===== config.mk =====
export PLATFORM = sky130hd
export DESIGN_NAME = bus_arbiter
export DESIGN_NICKNAME = d
export VERILOG_FILES = /design/src/rtl/bus_arbiter.sv
export SDC_FILE = /design/constraint.sdc
export NUM_CORES = 1
export LEC_CHECK = 0
export BUFFER_PORTS_ARGS = -buffer_cell sky130_fd_sc_hd__buf_2
export CORE_AREA = 2 2 108 110
export CTS_CLUSTER_DIAMETER = 60
export CTS_CLUSTER_SIZE = 8
export DETAILED_ROUTE_END_ITERATION = 8
export DIE_AREA = 0 0 110 112
export GPL_ROUTABILITY_DRIVEN = 0
export GPL_TIMING_DRIVEN = 0
export MAX_ROUTING_LAYER = met4
export PLACE_DENSITY_LB_ADDON = 0.25
export SYNTH_ARGS = -nofsm -noshare
export SYNTH_HDL_FRONTEND = slang
export SYNTH_SLANG_ARGS = --single-unit

===== constraint.sdc =====
create_clock -name clk_in -period 2.8 [get_ports clk_in]
set_clock_uncertainty 0.05 [all_clocks]
set_input_delay 0.56 -clock clk_in [delete_from_list [all_inputs] [get_ports clk_in]]
set_output_delay 0.56 -clock clk_in [all_outputs]
set_load 0.02 [all_outputs]

===== src/rtl/bus_arbiter.sv =====
// Two-port round-robin memory arbiter: port A read-only fetch, port B read/write data.
// Read returns are steered back to their owner through a LATENCY-deep tag pipeline.
module bus_arbiter #(
  parameter int LATENCY = 2
) (
  input  logic        clk_in,
  input  logic        rst_in,
  input  logic        a_req_in,
  input  logic [31:0] a_addr_in,
  output logic        a_gnt_out,
  output logic        a_rvalid_out,
  output logic [31:0] a_rdata_out,
  input  logic        b_req_in,
  input  logic        b_we_in,
  input  logic [31:0] b_addr_in,
  input  logic [31:0] b_wdata_in,
  input  logic [3:0]  b_wstrb_in,
  output logic        b_gnt_out,
  output logic        b_rvalid_out,
  output logic [31:0] b_rdata_out,
  output logic        mem_en_out,
  output logic        mem_we_out,
  output logic [31:0] mem_addr_out,
  output logic [31:0] mem_wdata_out,
  output logic [3:0]  mem_wstrb_out,
  input  logic [31:0] mem_rdata_in
);

  logic               last_b_q, last_b_d;
  logic [LATENCY-1:0] tag_vld_q, tag_vld_d;
  logic [LATENCY-1:0] tag_b_q, tag_b_d;
  logic               sel_b;
  logic               a_gnt, b_gnt, rd_gnt;
  logic               ret_vld, ret_b;

  // B wins only when alone, or when A also asks but A was served last.
  always_comb begin
    sel_b   = b_req_in && (!a_req_in || !last_b_q);
    a_gnt   = rst_in && a_req_in && !sel_b;
    b_gnt   = rst_in && b_req_in && sel_b;
    rd_gnt  = a_gnt || (b_gnt && !b_we_in);
    ret_vld = rst_in && tag_vld_q[LATENCY-1];
    ret_b   = tag_b_q[LATENCY-1];
  end

  always_comb begin
    a_gnt_out     = a_gnt;
    b_gnt_out     = b_gnt;
    mem_en_out    = a_gnt || b_gnt;
    mem_we_out    = 1'b0;
    mem_addr_out  = '0;
    mem_wdata_out = '0;
    mem_wstrb_out = '0;
    if (a_gnt) begin
      mem_addr_out = a_addr_in;
    end else if (b_gnt) begin
      mem_addr_out  = b_addr_in;
      mem_we_out    = b_we_in;
      mem_wdata_out = b_wdata_in;
      mem_wstrb_out = b_we_in ? b_wstrb_in : 4'b0000;
    end
  end

  always_comb begin
    a_rvalid_out = ret_vld && !ret_b;
    b_rvalid_out = ret_vld && ret_b;
    a_rdata_out  = a_rvalid_out ? mem_rdata_in : 32'h0;
    b_rdata_out  = b_rvalid_out ? mem_rdata_in : 32'h0;
  end

  // Writes still occupy a slot (valid=0) so the return schedule stays in grant order.
  always_comb begin
    last_b_d = last_b_q;
    if (a_gnt) begin
      last_b_d = 1'b0;
    end else if (b_gnt) begin
      last_b_d = 1'b1;
    end
    tag_vld_d    = tag_vld_q;
    tag_b_d      = tag_b_q;
    tag_vld_d[0] = rd_gnt;
    tag_b_d[0]   = b_gnt;
    for (int i = 1; i < LATENCY; i++) begin
      tag_vld_d[i] = tag_vld_q[i-1];
      tag_b_d[i]   = tag_b_q[i-1];
    end
  end

  always_ff @(posedge clk_in) begin
    if (!rst_in) begin
      last_b_q  <= 1'b1;
      tag_vld_q <= '0;
      tag_b_q   <= '0;
    end else begin
      last_b_q  <= last_b_d;
      tag_vld_q <= tag_vld_d;
      tag_b_q   <= tag_b_d;
    end
  end

endmodule


# == Word level (Yosys, flattened, before mapping) ==
# Cells that the tools add are included.
# totals
ff_bits,5
input_bits,137
out_inout_bits,138
elab_cells,34
# op_classes
muxes,13
n_reduce_logical,18
# op_table
operator,count
$mux W32,6
$mux W4,3
$logic_and A1 B1 Y1,9
$logic_not A1 Y1,5
$mux W1,4
$logic_or A1 B1 Y1,3
$reduce_bool A2 Y1,1

# == Longest topological paths before layout ==
# Gate-level depths: netlist of the first run.
# depth
word_depth,6
mapped_depth,5
ltp_nobuf,3

# == Worst setup path after synthesis of the first run ==
# No wires, ideal clock.
# synth_timing
path_type,input to output
start,in rst_in
end,out mem_addr_out[25]
arrival_time_ps,1437
required_ps,2190
path_slack_ps,753
cell_stages,5
path_buffers,3
cell_sequence,buf_2 > buf_4 > buf_2 > nand2_1 > o22ai_1
# synth_via
elab_chain_len,4
elab_cells_between_ends,6
cone_classes,mux (2); reduce/logical (4)
# synth_lines
item,line,rtl
from (decl),7,"input logic rst_in,"
$logic_and A1 B1 Y1 (2 in series),40,b_gnt = rst_in && b_req_in && sel_b;
$mux W32,56,end else if (b_gnt) begin
$mux W32 *,54,if (a_gnt) begin
to (decl),23,"output logic [31:0] mem_addr_out,"
# Every way passes the cells marked *; elsewhere a longest branch is shown, timed or not.

# == Worst setup path after layout of the first run ==
# layout_timing
start,in rst_in
end,out b_rdata_out[19]
# layout_via
elab_chain_len,3
# layout_lines
item,line,rtl
$logic_and A1 B1 Y1,42,ret_vld = rst_in && tag_vld_q[LATENCY-1];
$logic_and A1 B1 Y1,66,b_rvalid_out = ret_vld && ret_b;
$mux W32,68,b_rdata_out = b_rvalid_out ? mem_rdata_in : 32'h0;
to (decl),20,"output logic [31:0] b_rdata_out,"
# No other way between the ends.

==> impl_metrics.toml, run 1 <==
[sta]
layout_min_cycle_time_ns = 2.24
fin_ws_ns = 0.565
max_slew_margin_pct = 71.2
fmaxAchievable_mhz = 447
finalHoldViolCount = 0
totalNegativeSetupSlack_ns = 0
worst_pin_slew_ns = 0.432
slew_viol_final = 0
setup_viol = 0
min_period_over_period_pct = 79.8
rsz0062_at_grt = "false"
fin_hold_ws_ns = 0.373

[clock_network]
hold_buffers = 0
tritoncts = "built"
clock_latency_ns = 0.22
cts_buffers = 3
cts.sinks = 5
clk_pin_slew_ns = 0.03
clockRootBuffer = "clkbuf_16"
htreeDepth = 1
cts_setup_buffers = 0
cts_resized = 0
cts_max_path_buffers = 2

[pwr]
irDropWorstVdd_mv = 0.138
cellPowerDensity_mw_per_mm2 = 226
power.leakage_uw = 0.00199

[floorplanning]
die_area_mm2 = 0.0123
die_y_um = 112
die_w_um = 110
floorplan.rows = 39
start_util_pct = 12.6
core-area_mm2 = 0.0112
io_pins = 275

[worst_setup_path]
cp-start-kind = "input port"
ff2ff_setup_slack_ns = 1.84
path_cells = "buf_2, and3_1, clkbuf_2, and2_1, buf_2"
critical-path-max-stage-delay_ns = 0.32
crit_path_top_delay_cell = "and3_1"
crit_type = "input port to output pin"
endpoint_kind = "output pin"
r2r_end = "tag_vld_q[0]"
r2r_start = "last_b_q"
r2r_cells = 3
crit_required_ns = 2.19
crit_path_max_fanout = 10
crit_arrival_ns = 1.63
crit_path_frequent_cell = "buf_2"

[global_routing]
antenna_found_initial = 0
grt_start_max_net_pins = 11
grt_pass1_vias = 2331
track_usage_pct = 11.1
grt_pass1_wl_um = 10700
gr-total-overflow = 0

[synthesis]
ys_types = 16
syn-num-nets = 382
ys_async_sr_fraction_pct = 0
synth_area_leader_cell = "and2_1"
synth.avg_cell_area_um2 = 5.74
netlist_area_mm2 = 0.00141
ys_top_cells_by_count = "and2_1, nand2_1, o22ai_1"
synth.most_common_cell = "and2_1"
synth_edf_count = 0
postSynthCellCount = 245
synth_top_area_share_pct = 44.1
yosys_warnings = 0
synth_area_leaders = "and2_1, nand2_1, o22ai_1, dfxtp_1, buf_2"
yosys_most_used_dff = "dfxtp_1"
ys_ff_latch = 5
ys_seq_area_share_pct = 7.12

[routing]
drtIter0Drc = 63
totalWireLength_um = 7610
vias_per_cell = 4.01
wl_per_cell_um = 11.4
antenna_left = 0
vias = 2666
dr.pass1.iters = 4
drc = 0

[place]
hpwl_um = 6640
dp_cells = 661
numPortBuffers = 273
place_area_mm2 = 0.00295
pre_cts_slack_ns = 0.457

[finish]
drive_above_1_share_pct = 56.9
final_area_mm2 = 0.00303
seq_area_um2 = 100
areaGrowthSynthToFinish_pct = 116
antenna_cells = 0
fillers = 1256
multi_input_area_mm2 = 0.00116
nNetsFinal = 660
final_cells = 665

[run]
cap_violations = 0

[worst_hold_path]
min-delay-start = "tag_vld_q[0]"
holdPathEnd = "tag_vld_q[1]"
min_path_type = "flip-flop to flip-flop"
hold_depth = 1

[status]
outcome = "complete, no violations"
## kinds of logic after synthesis
family                 synth area share (%)
AO/OA/AOI/OAI                          14.6
flip-flops                             7.12
buffers and inverters                  9.97
AND/OR/NAND/NOR                        68.3
## layer usage
metal  track usage, %  wire length [um]
met3             2.28               751
met5                -                 0
met1             11.4              2830
met2             21.6              3960
met4             1.86                64
## report_power, final
part / total (uW) / internal [uW] / leakage (uW) / switching (uW)
sequential: 77.6 / 76.0 / 0.0000414 / 1.64
clock: 232 / 188 / 0.0000382 / 43.4
combinational: 374 / 162 / 0.00191 / 212
total: 683 / 427 / 0.00199 / 257
## metrics by stage
step	total power [uW]	utilization [%]
3_3_place_gp	453	26.4
6_report	683	27.1
5_1_grt	731	27.1
3_5_place_dp	457	26.4
4_1_cts	695	27.1
2_1_floorplan	274	-
## how the worst max path moves through the flow
| stage | cells past startpoint | slack, ns | to | start |
|---|---|---|---|---|
| finish | 5 | 0.56 | b_rdata_out[19] | rst_in |
| global route | 6 | 0.38 | a_rdata_out[20] | rst_in |
| CTS | 6 | 0.46 | a_rdata_out[18] | rst_in |
| detailed placement | 6 | 0.46 | a_rdata_out[18] | rst_in |
| global placement | 5 | 0.47 | b_rdata_out[19] | rst_in |
| floorplan | 5 | 0.75 | mem_addr_out[25] | rst_in |
## area by class of cell
type,count,area share (%)
clock buffer,4,2.60
multi-input combinational,215,38.5
timing repair buffer,273,45.1
buffer,24,4.50
tap,143,5.91
inverter,1,0.124
sequential,5,3.30
## critical path: cells and delay by family
kind	cells	cell delay [ns]
buffers and inverters	3	0.59
AND/OR/NAND/NOR	2	0.48
## sequential cells by signal, indices dropped and copies added (netlist names)
| name | count |
|---|---|
| last_b_q | 1 |
| tag_b_q | 2 |
| tag_vld_q | 2 |
## cells in the final DEF (no fill, tap or decap), types with 3 or more instances in the layout
cell / instances
clkbuf_16: 3
and3_1: 7
buf_2: 285
clkbuf_1: 5
nor2_1: 3
nand2b_1: 3
and2_1: 99
nand2_1: 68
o22ai_1: 32
clkbuf_2: 4
buf_6: 3
dfxtp_1: 5
No activity file was read; power rests on OpenSTA's default activity.
==> run 2: changes to the inputs <==
--- a/config.mk
+++ b/config.mk
@@ -6,11 +6,11 @@
 export NUM_CORES = 1
 export LEC_CHECK = 0
 export BUFFER_PORTS_ARGS = -buffer_cell sky130_fd_sc_hd__buf_2
-export CORE_AREA = 2 2 108 110
+export CORE_AREA = 2 2 105 107
 export CTS_CLUSTER_DIAMETER = 60
 export CTS_CLUSTER_SIZE = 8
 export DETAILED_ROUTE_END_ITERATION = 8
-export DIE_AREA = 0 0 110 112
+export DIE_AREA = 0 0 107 109
 export GPL_ROUTABILITY_DRIVEN = 0
 export GPL_TIMING_DRIVEN = 0
 export MAX_ROUTING_LAYER = met4
==> constraint.sdc (replaced) <==
create_clock -name clk_in -period 2.1 [get_ports clk_in]
set_clock_uncertainty 0.05 [all_clocks]
set_input_delay 0.42 -clock clk_in [delete_from_list [all_inputs] [get_ports clk_in]]
set_output_delay 0.42 -clock clk_in [all_outputs]
set_load 0.02 [all_outputs]
==> run 2 against run 1 <==
Effect of this change:
- sequential power rose by 34%
- via count fell by 3.6%
- die area fell by 5.3%
- cell count fell by 0.45%
- utilization rose by 1.2 points
- critical path depth did not move
- worst hold slack improved by 0.0014 ns
- final area fell by 0.95%
==> impl_metrics.toml, run 2 (synthesis results as in run 1) <==
[status]
outcome = "complete, no violations"

[sta]
finalHoldViolCount = 0
worst_pin_slew_ns = 0.409
layout_min_cycle_time_ns = 1.97
totalNegativeSetupSlack_ns = 0
fin_ws_ns = 0.128
min_period_over_period_pct = 93.9
setup_viol = 0
fin_hold_ws_ns = 0.374
slew_viol_final = 0
fmaxAchievable_mhz = 507
rsz0062_at_grt = "false"
max_slew_margin_pct = 72.7

[finish]
final_area_mm2 = 0.00300
nNetsFinal = 660
drive_above_1_share_pct = 57.3
areaGrowthSynthToFinish_pct = 114
reg_top3 = "tag_b_q: 2 flops, tag_vld_q: 2 flops, last_b_q: 1 flops"
final_util_pct = 28.3
final_common_cell = "buf_2"
mostFrequentLayoutCells = "buf_2, and2_1, nand2_1, o22ai_1, and3_1"
antenna_cells = 0

[floorplanning]
core-area_mm2 = 0.0106
start_util_pct = 13.3
die_area_mm2 = 0.0117
floorplan.rows = 38
die_y_um = 109
io_pins = 275
die_w_um = 107

[worst_setup_path]
endpoint_kind = "output pin"
crit_path_frequent_cell = "buf_2"
ff2ff_setup_slack_ns = 1.21
crit_required_ns = 1.63
crit_path_top_delay_cell = "buf_1"
r2r_start = "last_b_q"
crit_arrival_ns = 1.50
crit_type = "input port to output pin"
crit_path_max_fanout = 10
r2r_end = "tag_vld_q[0]"
critical-path-max-stage-delay_ns = 0.35
path_cells = "buf_2, buf_1, nand2_1, o22ai_1, buf_2"
cp-start-kind = "input port"
r2r_cells = 3
crit_buf_inv = 3
crit_family = "buffers and inverters"

[clock_network]
htreeDepth = 1
cts.sinks = 5
clk_pin_slew_ns = 0.03
clock_latency_ns = 0.22
cts_buffers = 3
hold_buffers = 0
cts_setup_buffers = 0
tritoncts = "built"
clockRootBuffer = "clkbuf_8"
cts_max_path_buffers = 2
cts_resized = 0

[global_routing]
grt_pass1_wl_um = 10400
grt_start_max_net_pins = 11
grt_pass1_vias = 2222
antenna_found_initial = 0
gr-total-overflow = 0
track_usage_pct = 11.1

[routing]
antenna_left = 0
drtIter0Drc = 91
drc = 0
totalWireLength_um = 7380
vias = 2571
vias_per_cell = 3.88
wl_per_cell_um = 11.1
dr.pass1.iters = 4

[run]
cap_violations = 0

[place]
pre_cts_slack_ns = 0.115
place_area_mm2 = 0.00295
hpwl_um = 6590
numPortBuffers = 273

[pwr]
cellPowerDensity_mw_per_mm2 = 258
irDropWorstVdd_mv = 0.213
power.leakage_uw = 0.00198

[worst_hold_path]
holdPathEnd = "tag_b_q[1]"
min_path_type = "flip-flop to flip-flop"
hold_depth = 1
min-delay-start = "tag_b_q[0]"
## run 2: cell types whose count changed in the layout (fill, tap and decap cells not counted)
cell / before / now
nand2_1: 68 / 67
clkbuf_16: 3 / 0
nor2_2: 1 / 0
clkbuf_1: 5 / 3
clkbuf_8: 0 / 3
clkbuf_2: 4 / 5
buf_1: 0 / 1
nor2_4: 0 / 1
nand2_2: 0 / 1
## run 2: power by group
| group | internal (uW) | switching (uW) |
|---|---|---|
| sequential | 101 | 2.38 |
| combinational | 217 | 279 |
| clock | 130 | 43.9 |
| total | 449 | 326 |
## run 2: final cells by class
class                      instances  area, um2
timing repair buffer             273       1370
tap                              140        175
buffer                            24        138
inverter                           1       3.75
clock buffer                       4       45.0
sequential                         5        100
fill                            1204       7600
multi-input combinational        215       1170
## run 2: worst max-delay path by stage
stage / start / to / slack, ns / cells after the start
after detailed placement: rst_in / a_rdata_out[24] / 0.12 / 6
after global routing: rst_in / mem_addr_out[24] / 0.00009 / 5
final: rst_in / mem_addr_out[24] / 0.13 / 5
after CTS: last_b_q / mem_addr_out[22] / 0.07 / 5
after global placement: rst_in / a_rdata_out[4] / 0.1 / 6
after floorplan: rst_in / mem_addr_out[25] / 0.33 / 5
## run 2: metrics by stage
step                power, uW  std cells
floorplan                 366        245
global placement          601        658
detailed placement        605        658
CTS                       786        662
global route              842        662
finish                    774        662
## run 2: per-layer routing
layer	global-route usage (%)	part of all wire [%]	vias up
met1	12.9	39	1070
met4	1.39	0.62	0
li1	-	-	1345
met5	-	0	-
met3	1.49	8.3	4
met2	20.8	52	152
## run 2: worst reg2reg max path: stages (launching register included)
cell	delay [ns]
dfxtp_1	0.31
nand2b_1	0.17
nand2_2	0.16
a21oi_1	0.08
==> run 3: changes to the inputs <==
--- a/config.mk
+++ b/config.mk
@@ -7,6 +7,7 @@
 export LEC_CHECK = 0
 export BUFFER_PORTS_ARGS = -buffer_cell sky130_fd_sc_hd__buf_2
 export CORE_AREA = 2 2 105 107
+export CTS_BUF_LIST = sky130_fd_sc_hd__clkbuf_4
 export CTS_CLUSTER_DIAMETER = 60
 export CTS_CLUSTER_SIZE = 8
 export DETAILED_ROUTE_END_ITERATION = 8
==> run 3 against run 2 <==
Effect of this change:
- fmax is essentially flat
- via count unchanged
- critical path depth unchanged
- worst hold slack gained 0.0031 ns
- routed wire length about the same
- power fell by 6.6%
- critical endpoint unchanged
- register-to-register slack about the same
==> impl_metrics.toml, run 3 (synthesis results as in run 1) <==
[global_routing]
antenna_found_initial = 0
track_usage_pct = 11.1
gr-total-overflow = 0
grt_start_max_net_pins = 11
grt_pass1_vias = 2218
grt_pass1_wl_um = 10400

[routing]
vias_per_cell = 3.88
met2_length_um = 3830
drtIter0Drc = 94
vias = 2571
dr.pass1.iters = 4
met1_length_um = 2900
wl_met3_um = 609
wl_per_cell_um = 11.1
totalWireLength_um = 7380
routed.top_layer = "met4"
antenna_left = 0
drc = 0

[sta]
min_period_over_period_pct = 93.9
fmaxAchievable_mhz = 507
totalNegativeSetupSlack_ns = 0
layout_min_cycle_time_ns = 1.97
finalHoldViolCount = 0
slew_viol_final = 0
max_slew_margin_pct = 72.7
rsz0062_at_grt = "false"
worst_pin_slew_ns = 0.409
setup_viol = 0

[status]
outcome = "complete, no violations"

[place]
hpwl_um = 6590
dp_cells = 658
numPortBuffers = 273

[worst_setup_path]
r2r_cells = 3
ff2ff_setup_slack_ns = 1.21
endpoint_kind = "output pin"
crit_type = "input port to output pin"
crit_arrival_ns = 1.50
r2r_end = "tag_vld_q[0]"
cp-start-kind = "input port"
r2r_start = "last_b_q"
crit_path_max_fanout = 10
crit_required_ns = 1.63

[worst_hold_path]
min-delay-start = "tag_b_q[0]"
holdPathEnd = "tag_b_q[1]"
hold_depth = 1
min_path_type = "flip-flop to flip-flop"

[floorplanning]
die_y_um = 109
die_area_mm2 = 0.0117
floorplan.rows = 38
start_util_pct = 13.3
io_pins = 275
core-area_mm2 = 0.0106
die_w_um = 107

[finish]
nNetsFinal = 660
drive_above_1_share_pct = 57.5
final_common_cell = "buf_2"
reg_top3 = "tag_b_q: 2 flops, tag_vld_q: 2 flops, last_b_q: 1 flops"
areaGrowthSynthToFinish_pct = 112
final_cells = 662
mostFrequentLayoutCells = "buf_2, and2_1, nand2_1, o22ai_1, and3_1"
antenna_cells = 0

[run]
cap_violations = 0

[clock_network]
cts.sinks = 5
htreeDepth = 1
clock_latency_ns = 0.24
clockRootBuffer = "clkbuf_4"
cts_max_path_buffers = 2
cts_buffers = 3
clk_pin_slew_ns = 0.04
cts_setup_buffers = 0
tritoncts = "built"

[pwr]
irDropWorstVdd_mv = 0.175
cellPowerDensity_mw_per_mm2 = 242
power.leakage_uw = 0.00197
run 3: cell counts in the layout (fill, tap and decap cells not counted):
Identical to the previous run, type by type.
run 3: critical path, cell delays in order:
cell     delay (ns)
buf_2          0.19
buf_1          0.35
nand2_1        0.09
o22ai_1        0.24
buf_2          0.22
run 3: final cells by class:
type                       instances  area, um2
buffer                            24        138
clock buffer                       4       30.0
fill                            1204       7620
inverter                           1       3.75
multi-input combinational        215       1170
sequential                         5        100
tap                              140        175
timing repair buffer             273       1370
run 3: timing repair:
item,CTS,global route
hold endpoints to repair,0,0
setup endpoints to repair,0,8
hold buffers,0,0
resized for setup,0,5
run 3: where the power goes:
| part | internal [uW] | leakage, uW | switching, uW |
|---|---|---|---|
| Sequential | 101 | 0.0000414 | 2.38 |
| Clock | 84.6 | 0.0000184 | 38.2 |
| Combinational | 217 | 0.00191 | 279 |
| Total | 403 | 0.00197 | 320 |
run 3: stage by stage:
step                      setup slack (ns)  area [um2]  util (%)  total power (uW)  hold slack [ns]
after global placement              0.0983        2950      27.8               601            0.366
after detailed placement             0.115        2950      27.8               605            0.368
after floorplan                      0.333        1410         -               366            0.362
after CTS                           0.0456        2980      28.1               734            0.376
final                                0.128        2990      28.2               723            0.377
after global routing             0.0000905        2990      28.2               785            0.399
run 3: how the worst max path moves through the flow:
stage                     depth (start not counted)     start          endpoint  slack, ns
final                                             5    rst_in  mem_addr_out[24]       0.13
after global routing                              5    rst_in  mem_addr_out[24]    0.00009
after CTS                                         5  last_b_q  mem_addr_out[22]       0.05
after detailed placement                          6    rst_in   a_rdata_out[24]       0.12
after global placement                            6    rst_in    a_rdata_out[4]        0.1
after floorplan                                   5    rst_in  mem_addr_out[25]       0.33
run 3: metal layers:
metal	vias to the layer above	track usage, %
met1	1070	12.9
li1	1345	-
met4	0	1.11
met3	4	1.49
met2	152	20.8
met5	-	-
